--- config.mk ---
export PLATFORM = sky130hd
export DESIGN_NAME = snake_body_tracker
export DESIGN_NICKNAME = d
export VERILOG_FILES = /design/src/rtl/snake_body_tracker.sv
export SDC_FILE = /design/constraint.sdc
export NUM_CORES = 2
export LEC_CHECK = 0
export CORE_MARGIN = 2
export CORE_UTILIZATION = 50
export CTS_CLUSTER_SIZE = 16
export DETAILED_ROUTE_END_ITERATION = 8
export GPL_ROUTABILITY_DRIVEN = 1
export MAX_ROUTING_LAYER = met4
export PLACE_DENSITY_LB_ADDON = 0.1
export SYNTH_ARGS = -nofsm -noshare
export SYNTH_HDL_FRONTEND = slang
export SYNTH_SLANG_ARGS = --single-unit
--- constraint.sdc ---
create_clock -name clk -period 20.6 [get_ports clk]
set_input_delay 3.09 -clock clk [delete_from_list [all_inputs] [get_ports clk]]
set_output_delay 3.09 -clock clk [all_outputs]
set_load 0.1 [all_outputs]
--- src/rtl/snake_body_tracker.sv ---
// -----------------------------------------------------------------------------
// snake_body_tracker
//
// Keeps the snake's body trail between the movement stage and the pixel
// printer. Each move strobe shifts the new head coordinate into a segment
// history. The module grows the body on request and scans the body for a
// head self-collision. It also produces a registered per-pixel "body here"
// flag that the colour stage ORs with the head and food prints.
//
// Ports
//   clk          divided pixel clock
//   rst          asynchronous reset, active-high
//   post_ticket  one-cycle move strobe; head_x/head_y are valid with it
//   head_x/y     new head column/row (cell units)
//   grow         one-cycle pulse: lengthen the body by one on the next shift
//   c_pixel      current scan column (cell units)
//   r_pixel      current scan row (cell units)
//   body_prnt    pixel lies on body segment 1..length-1 (1 clk latency)
//   length       active segment count, head included
//   self_hit     sticky head/body collision flag
//   busy         high while a shift or collision scan is in progress
// -----------------------------------------------------------------------------
module snake_body_tracker #(
  parameter int MAX_LEN  = 32,
  parameter int INIT_LEN = 3,
  parameter int COORD_W  = 8
) (
  input  logic                       clk,
  input  logic                       rst,
  input  logic                       post_ticket,
  input  logic [COORD_W-1:0]         head_x,
  input  logic [COORD_W-1:0]         head_y,
  input  logic                       grow,
  input  logic [COORD_W-1:0]         c_pixel,
  input  logic [COORD_W-1:0]         r_pixel,
  output logic                       body_prnt,
  output logic [$clog2(MAX_LEN):0]   length,
  output logic                       self_hit,
  output logic                       busy
);

  localparam int LEN_W = $clog2(MAX_LEN) + 1;
  localparam int IDX_W = $clog2(MAX_LEN);

  localparam logic [LEN_W-1:0]   MAX_LEN_L  = LEN_W'(MAX_LEN);
  localparam logic [LEN_W-1:0]   INIT_LEN_L = LEN_W'(INIT_LEN);
  localparam logic [LEN_W-1:0]   LEN_ONE    = LEN_W'(1);
  localparam logic [IDX_W-1:0]   IDX_ONE    = IDX_W'(1);
  localparam logic [COORD_W-1:0] SENTINEL   = '1;

  typedef enum logic [1:0] {
    IDLE  = 2'd0,
    SHIFT = 2'd1,
    SCAN  = 2'd2,
    HIT   = 2'd3
  } state_e;

  state_e             state_q, state_d;
  logic [COORD_W-1:0] seg_x_q [MAX_LEN];
  logic [COORD_W-1:0] seg_y_q [MAX_LEN];
  logic [COORD_W-1:0] cap_x_q, cap_y_q;
  logic [LEN_W-1:0]   len_q, len_d;
  logic [IDX_W-1:0]   idx_q, idx_d;
  logic               grow_pend_q, grow_pend_d;
  logic               self_hit_q, self_hit_d;
  logic               body_prnt_q, body_prnt_d;
  logic               capture;
  logic               do_shift;
  logic [MAX_LEN-1:0] seg_live;

  // A slot still holding the all-ones reset sentinel is off-grid: it has never
  // received a head, so it must neither print nor collide.
  always_comb begin
    seg_live = '0;
    for (int i = 0; i < MAX_LEN; i++) begin
      seg_live[i] = !((seg_x_q[i] == SENTINEL) && (seg_y_q[i] == SENTINEL));
    end
  end

  // Next-state and control decode.
  // NOTE: every signal written here gets a default first, so no path can leave
  // it unassigned and infer a latch.
  always_comb begin
    state_d    = state_q;
    len_d      = len_q;
    idx_d      = idx_q;
    self_hit_d = self_hit_q;
    capture    = 1'b0;
    do_shift   = 1'b0;

    unique case (state_q)
      IDLE: begin
        if (post_ticket) begin
          capture = 1'b1;
          state_d = SHIFT;
        end
      end

      SHIFT: begin
        do_shift = 1'b1;
        if (grow_pend_q && (len_q < MAX_LEN_L)) begin
          len_d = len_q + LEN_ONE;
        end
        idx_d   = IDX_ONE;
        state_d = SCAN;
      end

      SCAN: begin
        if (seg_live[idx_q] &&
            (seg_x_q[idx_q] == seg_x_q[0]) &&
            (seg_y_q[idx_q] == seg_y_q[0])) begin
          self_hit_d = 1'b1;
          state_d    = HIT;
        end else if ({1'b0, idx_q} == (len_q - LEN_ONE)) begin
          state_d = IDLE;
        end else begin
          idx_d = idx_q + IDX_ONE;
        end
      end

      HIT: begin
        // Terminal until reset: segments and length stay frozen.
      end

      default: state_d = IDLE;
    endcase
  end

  // A grow arriving during the SHIFT cycle is kept for the following move;
  // the shift only consumes the request that was already pending.
  assign grow_pend_d = grow | (grow_pend_q & ~do_shift);

  // Registered pixel hit over the active body (head slot 0 excluded).
  always_comb begin
    body_prnt_d = 1'b0;
    for (int i = 1; i < MAX_LEN; i++) begin
      if ((LEN_W'(i) < len_q) && seg_live[i] &&
          (seg_x_q[i] == c_pixel) && (seg_y_q[i] == r_pixel)) begin
        body_prnt_d = 1'b1;
      end
    end
  end

  // NOTE: sequential state uses non-blocking assignments so every register
  // samples pre-edge values, which is what makes the shift chain work.
  always_ff @(posedge clk or posedge rst) begin
    if (rst) begin
      state_q     <= IDLE;
      len_q       <= INIT_LEN_L;
      idx_q       <= IDX_ONE;
      grow_pend_q <= 1'b0;
      self_hit_q  <= 1'b0;
      body_prnt_q <= 1'b0;
      cap_x_q     <= '0;
      cap_y_q     <= '0;
    end else begin
      state_q     <= state_d;
      len_q       <= len_d;
      idx_q       <= idx_d;
      grow_pend_q <= grow_pend_d;
      self_hit_q  <= self_hit_d;
      body_prnt_q <= body_prnt_d;
      if (capture) begin
        cap_x_q <= head_x;
        cap_y_q <= head_y;
      end
    end
  end

  // Segment history.
  // NOTE: this storage is reset on purpose; the sentinel fill is what marks
  // never-written slots as off-grid, so it cannot be left to power-up values.
  always_ff @(posedge clk or posedge rst) begin
    if (rst) begin
      for (int i = 0; i < MAX_LEN; i++) begin
        seg_x_q[i] <= SENTINEL;
        seg_y_q[i] <= SENTINEL;
      end
    end else if (do_shift) begin
      seg_x_q[0] <= cap_x_q;
      seg_y_q[0] <= cap_y_q;
      for (int i = 1; i < MAX_LEN; i++) begin
        seg_x_q[i] <= seg_x_q[i-1];
        seg_y_q[i] <= seg_y_q[i-1];
      end
    end
  end

  assign body_prnt = body_prnt_q;
  assign length    = len_q;
  assign self_hit  = self_hit_q;
  assign busy      = (state_q == SHIFT) || (state_q == SCAN);

endmodule

## Yosys cells after proc, flatten, opt, wreduce, memory -nomap -nowiden

Cells that the tools add are included.

- Input bits: 36
- Flip-flop bits (word level): 544
- Output and inout bits: 9
- Logic and storage cells: 465

- Add/sub/neg operators: 3
- Multiplexer cells: 49
- Equality and inequality tests: 135
- Bitwise logic cells: 4
- Magnitude comparators: 34
- Reduce and logical (&&, ||, !) cells: 168

Operators with widths:

| cell | count |
|---|---|
| == test 8 bit | 64 |
| == test 8 bit, second input constant | 64 |
| logical AND 1 bit | 128 |
| < comparator 5 x 6 -> 1 bit, first input constant | 16 |
| binary-select mux 8 bit (select 5 bit) | 2 |
| < comparator 4 x 6 -> 1 bit, first input constant | 8 |
| 2-to-1 mux 1 bit | 35 |
| zero test 1 bit | 32 |
| 2-to-1 mux 8 bit | 4 |
| < comparator 3 x 6 -> 1 bit, first input constant | 4 |
| < comparator 2 x 6 -> 1 bit, first input constant | 2 |
| 2-to-1 mux 5 bit | 2 |
| case mux 5 bit (2 select lines) | 1 |
| adder 6 x 1 -> 6 bit, second input constant | 1 |
| == test 5 x 6 -> 1 bit | 1 |
| >= comparator 6 bit, second input constant | 1 |
| < comparator 1 x 6 -> 1 bit, first input constant | 1 |
| < comparator 5 x 6 -> 1 bit, second input constant | 1 |
| < comparator 6 bit, second input constant | 1 |
| 2-to-1 mux 2 bit | 3 |
| != test 2 bit, second input constant | 3 |
| NOT 5 -> 6 bit | 1 |
| case mux 2 bit (3 select lines) | 1 |
| AND reduction 3 bit | 2 |
| other kinds (14) | 15 |

## Depth between registers and ports, before layout

- Depth after elaboration: 37
- Mapped depth: 15
- Depth with buffers taken out: 10

## Worst setup path before layout

No wires, ideal clock.

- Path type: input to register
- Start: in r_pixel[1]
- End: reg body_prnt_q, in the netlist body_prnt
- Path slack: 15432 ps
- Arrival time: 5097 ps
- Stages on the path: 9
- Setup time: 71 ps
- Path buffers: 3
- Required time: 20529 ps
- Cells stage by stage: clkbuf_1 buf_1 buf_1 xor2_1 nor4_1 o2111ai_1 nor4_1 a21oi_1 nand4_1

- Word-level cells in the longest chain between the ends: 33
- Elaborated cells on any way between the ends: 93
- Classes of those cells: 31 x eq/ne; 31 x mux; 31 x reduce/logical

Ends and longest elaborated chain:

| what | line | RTL |
|---|---|---|
| from (decl) | 35 | `input logic [COORD_W-1:0] r_pixel,` |
| == test 8 bit | 138 | `(seg_x_q[i] == c_pixel) && (seg_y_q[i] == r_pixel)) begin` |
| logical AND 1 bit | 138 |  |
| 2-to-1 mux 1 bit (30 in series) | 137 | `if ((LEN_W'(i) < len_q) && seg_live[i] &&` |
| 2-to-1 mux 1 bit (*) | 137 |  |
| net body_prnt_d | 66 | `logic body_prnt_q, body_prnt_d;` |
| to (signal assigned) | 162 | `body_prnt_q <= body_prnt_d;` |
| to (decl) | 66 |  |

Mark *: on every way through the listed nets, which the timed path passes. The rest lies on a longest branch.
A chain may end at the register's enable or synchronous reset.

## Final worst setup path

- Start: reg state_q[0]
- End: out busy

- Word-level cells in the longest chain between the ends: 2
- Elaborated cells on any way between the ends: 3
- Classes of those cells: 2 x eq/ne; 1 x reduce/logical

Ends and longest elaborated chain:

| what | line | RTL |
|---|---|---|
| from (decl) | 58 | `state_e state_q, state_d;` |
| from (signal assigned) | 157 | `state_q <= state_d;` |
| == test 2 x 1 -> 1 bit or == test 2 bit (tied branches) | 192 | `assign busy = (state_q == SHIFT) \|\| (state_q == SCAN);` |
| logical OR 1 bit (*) | 192 |  |
| to (decl) | 39 | `output logic busy` |

Mark *: on every way between the ends. The rest lies on a longest branch, timed or not.

==> out/metrics.csv <==
metric;value;unit
worst_path_dominant_cell_family;buffers and inverters;
synth-compound-area-share;0.0399;
count_of_port_buffers_added_during_placement;44;
first_global_vias;23500;
setup_viol;0;
setup.worst_path.start_class;flip-flop;
synth_area_in_xor_xnor;0.139;
power.internal;3.82;mW
main_combinational_cell_family_by_area_after_synthesis;multiplexers;
outcome;finished, final reports clean;
globalRouteOverflowTotal;0;
seq_power_share;0.434;
seq_area_frac_synth;0.436;
postLayoutCellArea;35900;µm²
clkLatencyLatePin;0.65;ns
globalplace.congestion;0.996;
final_cell_count_no_fill;3499;
cp.required;17.51;ns
detailedPlacementHpwl;77.5;mm
place.detailed.instances;3383;
peakVddDrop;136;µV
pre_cts_slack;14.71;ns
ys_dominant_reg_cell;sky130_fd_sc_hd__dfstp_2;
timing_worst_slew_pin_value;1.34;ns
maxSlewViolCount;0;
pwr-share-comb;0.373;
cts.reportedPaths.clkPinSlew;0.06;ns
grt_start_max_net_pins;187;
grt_setup_unrepaired;false;
width_of_the_die;260;µm
pwr-share-clk;0.193;
cts_tree;yes;
yosys.area_share.simple;0.0790;
syn-cell-area;32700;µm²
ctsHtreeMaxLevel;2;
track_usage;0.347;
slew_headroom;0.101;
cp_slowest_cell;sky130_fd_sc_hd__clkdlybuf4s50_1;
first_pass_iters;5;
clock_tree.root_cell;sky130_fd_sc_hd__clkbuf_16;
cts-resized-gates;0;
synth_cells;2634;
fmax;166;MHz
die_area;67500;µm²
core_area;64600;µm²
drt_drc_violations_left;0;
clk_path_buf_depth;3;
floorplan.io_pins;45;
num-fill-cells;5369;
critical_path_cell_list;inv_1 -> ha_1 -> clkdlybuf4s50_1;
hold_violations;0;
ys_async_sr_fraction;1.00;
synthToLayoutAreaGrowth;9.77;%
timing.final.crit_period;6.02;ns
net-switching-power;2.41;mW
synthMuxAreaShare;0.276;
timing.hold.worst.class;flip-flop to flip-flop;
finalCoreUtilization;0.556;
cellPowerDensity;173;nW/µm²
finalNetCount;2636;
final_antenna_net_count;0;
totalPowerFinal;6.23;mW
synth_enable_flop_cells;0;
final_layout_setup_total_negative_slack;0;ns
post_drt_via_cell_ratio;6.75;
timing.critical_path.fanout_max;10;
layout_cells_sized_above_1;0.493;
count_of_warnings_emitted_by_yosys;0;
chipHeight;260;µm
routedWlPerCell;32.5;µm
clkSinkCount;544;
timing.hold.ws;0.503;ns
worst_ep_arrival_time;2.93;ns
switching_share;0.387;
min_period_over_period;0.292;
post_synth.cell_area_avg;12.4;µm²
hold_buffers;0;
worst-path-buf-inv;2;
ys_seq_elements;544;
start_util;0.507;
postPlaceCellArea;33700;µm²
route.vias.total;23600;
static-leakage-power;13.7;nW
maxCapViolCount;0;
setup.worst_path.class;flip-flop to output port;
synth_fa_ha_area_frac;0.00344;
postCtsSetupBuffers;0;
synth_nets;2679;
synth.distinct_cells;64;
antenna_found_initial;3;
route.final.wire_length;114;mm
drt-initial-drc-count;3056;
core.rowCount;93;
critPathMaxStageDelay;1.21;ns
clock-skew-final;0.0247;ns
cts_made_buffers;61;
grt_pass1_wl;168;mm
layout_setup_ws;14.58;ns
timing.critical_path.to_type;output port;
==> metal layers <==
metal  vias to the layer above  GRT usage  share of wire
li1                       9774          -              -
met1                     12300      0.491           0.43
met2                      1312      0.481           0.43
met3                       289     0.0761           0.10
met4                         0      0.143          0.046
met5                         -          -              0
==> sequential cells by signal, indices dropped and copies added (netlist names) <==
register / cells
state_q: 2
seg_y_q: 256
grow_pend_q: 1
cap_y_q: 8
body_prnt: 1
idx_q: 5
length: 6
cap_x_q: 8
self_hit: 1
seg_x_q: 256
==> worst reg2reg max path, stage by stage, from the launching register on <==
cell	delay, ns
sky130_fd_sc_hd__dfstp_4	1.16
sky130_fd_sc_hd__buf_4	0.88
sky130_fd_sc_hd__mux4_2	0.68
sky130_fd_sc_hd__a21oi_1	0.48
sky130_fd_sc_hd__a22oi_1	0.21
sky130_fd_sc_hd__xor2_1	0.19
sky130_fd_sc_hd__or4_1	0.51
sky130_fd_sc_hd__nor3_2	0.34
sky130_fd_sc_hd__a21boi_2	0.19
sky130_fd_sc_hd__and4_4	0.23
sky130_fd_sc_hd__a221o_1	0.28
==> cells in the mapped netlist (all sizes together), types with 17 or more instances <==
cell type	n	area, µm²
mux2	529	5960
dfstp	515	13500
xnor2	338	2960
nand4	222	1390
xor2	181	1590
mux2i	124	1240
clkbuf	119	447
nor4	91	576
mux4	82	1850
buf	74	390
a21oi	40	200
nand2	30	113
dfrtp	29	726
a22oi	24	180
o21ai	24	120
nand3	23	115
nor2	17	63.8
==> cells by family (layout without fill, tap and decap cells) <==
logic type / after synthesis / count (layout)
simple gates: 433 / 433
mux: 735 / 735
compound gates: 188 / 188
xor+xnor: 519 / 519
buf+inv: 206 / 214
flops: 544 / 544
other cells: 0 / 2
fa+ha+maj: 9 / 9
==> cell type report <==
cell class / count / area (µm²) / area share
timing repair buffer: 87 / 721 / 0.0201
sequential: 544 / 14300 / 0.397
clock buffer: 83 / 1760 / 0.0490
multi-input combinational: 1884 / 17600 / 0.490
tap: 855 / 1070 / 0.0298
antenna: 2 / 5.00 / 0.000139
clock inverter: 31 / 447 / 0.0124
inverter: 13 / 56.3 / 0.00157
==> layout by cell type (no fill, tap or decap), types with 9 or more instances in the layout <==
cell,instances
sky130_fd_sc_hd__a211oi_1,11
sky130_fd_sc_hd__a21oi_1,40
sky130_fd_sc_hd__a221oi_1,14
sky130_fd_sc_hd__a22oi_1,24
sky130_fd_sc_hd__buf_2,16
sky130_fd_sc_hd__buf_4,40
sky130_fd_sc_hd__bufinv_16,11
sky130_fd_sc_hd__clkbuf_1,9
sky130_fd_sc_hd__clkbuf_16,63
sky130_fd_sc_hd__clkbuf_8,11
sky130_fd_sc_hd__clkdlybuf4s50_1,28
sky130_fd_sc_hd__clkinv_2,15
sky130_fd_sc_hd__dfrtp_1,27
sky130_fd_sc_hd__dfstp_2,514
sky130_fd_sc_hd__inv_1,11
sky130_fd_sc_hd__mux2_2,529
sky130_fd_sc_hd__mux2i_1,124
sky130_fd_sc_hd__mux4_2,82
sky130_fd_sc_hd__nand2_1,30
sky130_fd_sc_hd__nand3_1,23
sky130_fd_sc_hd__nand4_1,222
sky130_fd_sc_hd__nor2_1,16
sky130_fd_sc_hd__nor3_1,15
sky130_fd_sc_hd__nor4_1,90
sky130_fd_sc_hd__o21ai_0,19
sky130_fd_sc_hd__o221ai_1,14
sky130_fd_sc_hd__o22ai_1,13
sky130_fd_sc_hd__xnor2_1,338
sky130_fd_sc_hd__xor2_1,181
==> power by group through the flow <==
stage / logic (mW) / registers [mW] / clock network [mW]
5_1_grt: 2.47 / 2.74 / 1.26
4_1_cts: 2.32 / 2.65 / 1.22
2_1_floorplan: 1.89 / 2.27 / 0
3_3_place_gp: 2.27 / 2.65 / 0
3_5_place_dp: 2.30 / 2.66 / 0
6_report: 2.32 / 2.70 / 1.20
==> path summary, 6_finish.rpt <==
| path | from | to | slack [ns] | cells past startpoint |
|---|---|---|---|---|
| max | state_q[0]$_DFFE_PP0P_ | busy | 14.58 | 3 |
| min | cap_x_q[7]$_DFFE_PP0P_ | cap_x_q[7]$_DFFE_PP0P_ | 0.50 | 1 |
| max reg2reg | idx_q[0]$_DFFE_PP1P_ | idx_q[4]$_DFFE_PP0P_ | 15.34 | 10 |
| min reg2reg | cap_x_q[7]$_DFFE_PP0P_ | cap_x_q[7]$_DFFE_PP0P_ | 0.50 | 1 |
| max in group asynchronous | rst | length[2]$_DFFE_PP0P_ | 15.53 | 4 |
| min in group asynchronous | rst | seg_x_q[168]$_DFFE_PP1P_ | 3.47 | 2 |
Power figures use the tool's default switching activity.
